File: src/rtl/transform_4x4_seq.sv
// Sequences an external 4x4 butterfly through a row pass and a transposed column pass.
// Define TRANS_ZERO_SKIP_EN to bypass the butterfly for all-zero input blocks.
module transform_4x4_seq #(
   parameter int DW          = 16,
   parameter int ROUND_SHIFT = 6
) (
   input  logic             clk,
   input  logic             rst_n,
   input  logic             in_valid,
   output logic             in_ready,
   input  logic             in_dht,
   input  logic [16*DW-1:0] in_coef,
   output logic             out_valid,
   input  logic             out_ready,
   output logic [16*DW-1:0] out_data,
   output logic             busy,
   output logic             bf_ena,
   output logic             bf_dht_sel,
   output logic [16*DW-1:0] bf_in,
   input  logic [16*DW-1:0] bf_out
);

   localparam logic signed [DW:0] RND = (DW+1)'(1 << (ROUND_SHIFT - 1));

   typedef enum logic [2:0] {
      S_IDLE,
      S_ROW,
      S_ROW_CAP,
      S_COL,
      S_COL_CAP,
      S_OUT
   } state_t;

   state_t state_reg, state_next;

   logic [16*DW-1:0] blk_reg;
   logic [16*DW-1:0] tmp_reg;
   logic [16*DW-1:0] out_data_reg;
   logic             dht_reg;
   logic [16*DW-1:0] col_in;
   logic [16*DW-1:0] fin_out;

`ifdef TRANS_ZERO_SKIP_EN
   logic coef_zero;
   assign coef_zero = (in_coef == '0);
`endif

   // Transpose for the column pass, and final rounding of the column results.
   genvar gi;
   generate
      for (gi = 0; gi < 16; gi++) begin : g_elem
         localparam int R = gi / 4;
         localparam int C = gi % 4;
         logic [DW-1:0]        cap;
         logic signed [DW:0]   cap_ext;
         assign col_in[(4*C+R)*DW +: DW] = tmp_reg[(4*R+C)*DW +: DW];
         assign cap     = bf_out[(4*C+R)*DW +: DW];
         assign cap_ext = {cap[DW-1], cap};
         assign fin_out[(4*R+C)*DW +: DW] =
            dht_reg ? cap : DW'((cap_ext + RND) >>> ROUND_SHIFT);
      end
   endgenerate

   always_ff @(posedge clk or negedge rst_n) begin
      if (!rst_n) begin
         state_reg <= S_IDLE;
      end else begin
         state_reg <= state_next;
      end
   end

   always_comb begin
      state_next = state_reg;
      in_ready   = 1'b0;
      out_valid  = 1'b0;
      bf_ena     = 1'b0;
      busy       = 1'b1;
      case (state_reg)
         S_IDLE: begin
            in_ready = 1'b1;
            busy     = 1'b0;
            if (in_valid) begin
`ifdef TRANS_ZERO_SKIP_EN
               state_next = coef_zero ? S_OUT : S_ROW;
`else
               state_next = S_ROW;
`endif
            end
         end
         S_ROW: begin
            bf_ena     = 1'b1;
            state_next = S_ROW_CAP;
         end
         S_ROW_CAP: state_next = S_COL;
         S_COL: begin
            bf_ena     = 1'b1;
            state_next = S_COL_CAP;
         end
         S_COL_CAP: state_next = S_OUT;
         S_OUT: begin
            out_valid = 1'b1;
            if (out_ready) begin
               state_next = S_IDLE;
            end
         end
         default: state_next = S_IDLE;
      endcase
   end

   always_ff @(posedge clk or negedge rst_n) begin
      if (!rst_n) begin
         blk_reg      <= '0;
         tmp_reg      <= '0;
         out_data_reg <= '0;
         dht_reg      <= 1'b0;
      end else begin
         case (state_reg)
            S_IDLE: begin
               if (in_valid) begin
                  blk_reg <= in_coef;
                  dht_reg <= in_dht;
`ifdef TRANS_ZERO_SKIP_EN
                  if (coef_zero) begin
                     out_data_reg <= '0;
                  end
`endif
               end
            end
            S_ROW_CAP: tmp_reg      <= bf_out;
            S_COL_CAP: out_data_reg <= fin_out;
            default: ;
         endcase
      end
   end

   // Butterfly inputs come straight from registers; no path from bf_out back into the FSM.
   assign bf_in      = (state_reg == S_COL) ? col_in : blk_reg;
   assign bf_dht_sel = dht_reg;
   assign out_data   = out_data_reg;

endmodule

File: config.mk
export PLATFORM = sky130hd
export DESIGN_NAME = transform_4x4_seq
export DESIGN_NICKNAME = d
export VERILOG_FILES = /design/src/rtl/transform_4x4_seq.sv
export SDC_FILE = /design/constraint.sdc
export NUM_CORES = 2
export LEC_CHECK = 0
export BUFFER_PORTS_ARGS = -buffer_cell sky130_fd_sc_hd__buf_4
export CORE_AREA = 2 2 400 402
export DETAILED_ROUTE_END_ITERATION = 10
export DIE_AREA = 0 0 402 404
export GPL_TIMING_DRIVEN = 0
export PLACE_DENSITY = 0.42
export SYNTH_ARGS = -nofsm -noshare
export SYNTH_HDL_FRONTEND = slang
export SYNTH_SLANG_ARGS = --single-unit
File: constraint.sdc
create_clock -name clk -period 2 [get_ports clk]
set_clock_uncertainty 0.1 [all_clocks]
set_input_delay 0.3 -clock clk [delete_from_list [all_inputs] [get_ports clk]]
set_output_delay 0.3 -clock clk [all_outputs]
set_load 0.02 [all_outputs]
==> results_dict.tcl <==
set metrics [dict create \
    status "finished, violations left" \
    violations "hold timing, setup timing" \
    synth-edff-count 0 \
    async_flop_share_pct 100.0 \
    synth_ff_type "dfrtp_1" \
    grt_pass1_vias 33930 \
    numPortBuffers 1021 \
    maxCapViolCount 0 \
    hp-class "input pin to async pin" \
    grt_pass1_wl_um 281800 \
    maxSlewViolCount 0 \
    root_buffer "clkbuf_16" \
    ir_drop_uv 823.2 \
    max_slew.worst_pin.slew_ns 1.332 \
    netlist_area_um2 37160 \
    rsz0062_at_grt "yes" \
    cts_buffers 98 \
    fp.dieArea_um2 162400 \
    fin_nets 5305 \
    place_area_um2 47730 \
    crit_path_end_kind "output port" \
    num_rows 146 \
    dr.pass1.iters 7 \
    critPathLaunchType "register" \
    swShare_pct 41.45 \
    dp.cells 6162 \
    fin_crit_ns 2.965 \
    crit_fanout 7 \
    holdWs_ns -0.4695 \
    fin_util_pct 37.26 \
    cp.arrival_ns 2.56 \
    ys_ff_latch 772 \
    cts_tree "yes" \
    hpwl_um 154200 \
    clk_latency_ns 0.73 \
    setup_ws_ns -0.9647 \
    fmax_mhz 337.3 \
    finalPower_uw 103700 \
    stdcell_area_um2 58810 \
    period_share_pct 148.2 \
    cts_max_level 3 \
    grt_max_degree 102 \
    drc 0 \
    antenna_found_initial 31 \
    setup_viol 1013 \
    cp_slowest_cell "dfrtp_1" \
    core_um2 157800 \
    io-pin-count 1034 \
    stdcell_count 6936 \
    antenna_left 0 \
    critPathKind "register to output port" \
    clkTransAtPathRegs_ns 0.06 \
    drive_gt1_share_pct 45.36 \
    drt-total-wl_um 208300 \
    synth_warnings 0 \
    slew_headroom_pct 11.17 \
    crit_required_ns 1.60 \
    die_w_um 402 \
    post-place-ws_ns -1.699 \
    cp_slowest_stage_delay_ns 0.40 \
    area_delta_synth_final_pct 58.24 \
    crit_chain "buf_6 -> nor2b_4 -> nand2_8 -> buf_12 -> clkbuf_16 -> clkbuf_16 -> mux2_4 -> buf_6" \
    pwr-share-comb_pct 55.2 \
    gr-total-overflow 0 \
    track_usage_pct 24.73 \
    wl_per_cell_um 30.03 \
    avgSynthCellArea_um2 12.15 \
    clkPwrFrac_pct 17.4 \
    leakagePower_uw 0.02618 \
    hold_buffers 528 \
    cts_sinks 772 \
    ys_seq_area_share_pct 51.98 \
    vias 32520 \
    drt-initial-drc-count 2062 \
    syn-num-nets 3592 \
    final_hold_viol_count 94 \
    intPower_uw 60700 \
    syn_inst 3059 \
    start_util_pct 23.55 \
    p_sw_uw 42980 \
    power_density_nw_per_um2 1763 \
    synth.distinct_cells 51 \
    die_h_um 404 \
    viasPerCell 4.689 \
    place.gp.congestion 0.8397 \
    seqPwrFrac_pct 27.4 \
    cts_max_path_buffers 3 \
]
[through the flow]
step / hold slack, ns / TNS (ns)
after floorplan: -0.09559 / -17.17
after global placement: 0.3589 / -8361.34
after detailed placement: 0.3325 / -795.32
after CTS: -0.4585 / -644.60
after global routing: -0.4441 / -601.20
final: -0.4695 / -541.75
[metal layers]
layer / GRT usage, % / vias up / share of wire, %
li1: - / 14380 / -
met1: 30.48 / 16720 / 41
met2: 42.54 / 1164 / 49
met3: 5.687 / 255 / 6.5
met4: 7.948 / 4 / 3.6
met5: 0 / - / 0.011
[synthesized netlist by cell type (5+ instances only)]
library cell,number,area [um^2]
dfrtp_1,772,19320
mux2_2,568,6396
nand2_1,249,934.7
o21ai_0,201,1006
mux2_4,200,3003
nor2_1,170,638.1
a21oi_1,146,730.7
nand3_1,91,455.4
clkbuf_1,81,304.0
xnor2_1,79,691.9
buf_2,77,385.4
and3_1,44,275.3
o31ai_1,44,330.3
or3_1,34,212.7
nor4_1,29,181.4
nor3_1,28,140.1
o31a_1,28,245.2
a31oi_1,24,150.1
nand2b_1,23,143.9
buf_12,22,440.4
mux2i_1,21,210.2
nand4_1,20,125.1
ha_1,16,200.2
inv_1,16,60.06
o21ai_1,10,50.05
buf_6,9,101.4
or4_1,8,60.06
xor2_1,7,61.31
buf_1,5,18.77
[layout by cell type (no fill, tap or decap), types with 113 or more instances in the layout]
cell and count:
a21oi_1 145, buf_4 854, buf_6 215, clkbuf_16 113, dfrtp_1 771, dlygate4sd3_1 528
mux2_2 553, mux2_4 215, nand2_1 247, nor2_1 169, o21ai_0 194
[power groups by stage]
stage | logic, uW | registers (uW) | clock network, uW
4_1_cts | 55700 | 28300 | 18500
6_report | 57300 | 28400 | 18000
5_1_grt | 60000 | 29400 | 19100
3_5_place_dp | 51600 | 28500 | 0
2_1_floorplan | 25100 | 30100 | 0
3_3_place_gp | 51300 | 28300 | 0
[cell families after synthesis]
group,synth area share (%)
muxes,25.86
DFF,51.98
AOI/OAI and AO/OA,7.101
buffers and inverters,3.680
and+or+nand+nor,8.814
adders and majority gates,0.5387
xor gates and xnor gates,2.027
[final timing paths]
path                                    start       endpoint  slack [ns]  cells after the start
worst max-delay path             state_reg[2]     bf_in[112]       -0.96                      8
worst max register to register   state_reg[2]   out_data[68]       -0.76                      8
min in group clk                   bf_out[40]  out_data[132]        0.08                      5
worst min register to register  out_data[135]  out_data[135]        0.37                      2
max in group asynchronous               rst_n   tmp_reg[211]        0.35                      4
worst min-delay path                    rst_n   blk_reg[163]       -0.47                      1
[what timing repair did]
item,in CTS,in global routing
buffers inserted,16,20
gates cloned,11,10
endpoints found under the setup margin,1019,1029
pin swaps,2,5
hold endpoints to repair,853,94
resized for setup,279,206
[area by class of cell]
cell class	count	area (um^2)
fillers	15710	99030
flip-flops and latches	772	19320
multi-input cells	2069	16700
repair buffers	1615	14870
clock buffers	134	2780
well taps	2072	2592
plain buffers	198	2019
clock inverters	38	400.4
inverters	18	70.07
diodes	20	50.05
[worst max-delay path, delay by kind of cell, from the launching register on]
kind | cells | cell delay (ns)
buffers and inverters | 5 | 0.82
flip-flops | 1 | 0.40
multiplexers | 1 | 0.31
AND/OR/NAND/NOR | 2 | 0.26
No activity file was read; power rests on OpenSTA's default activity.
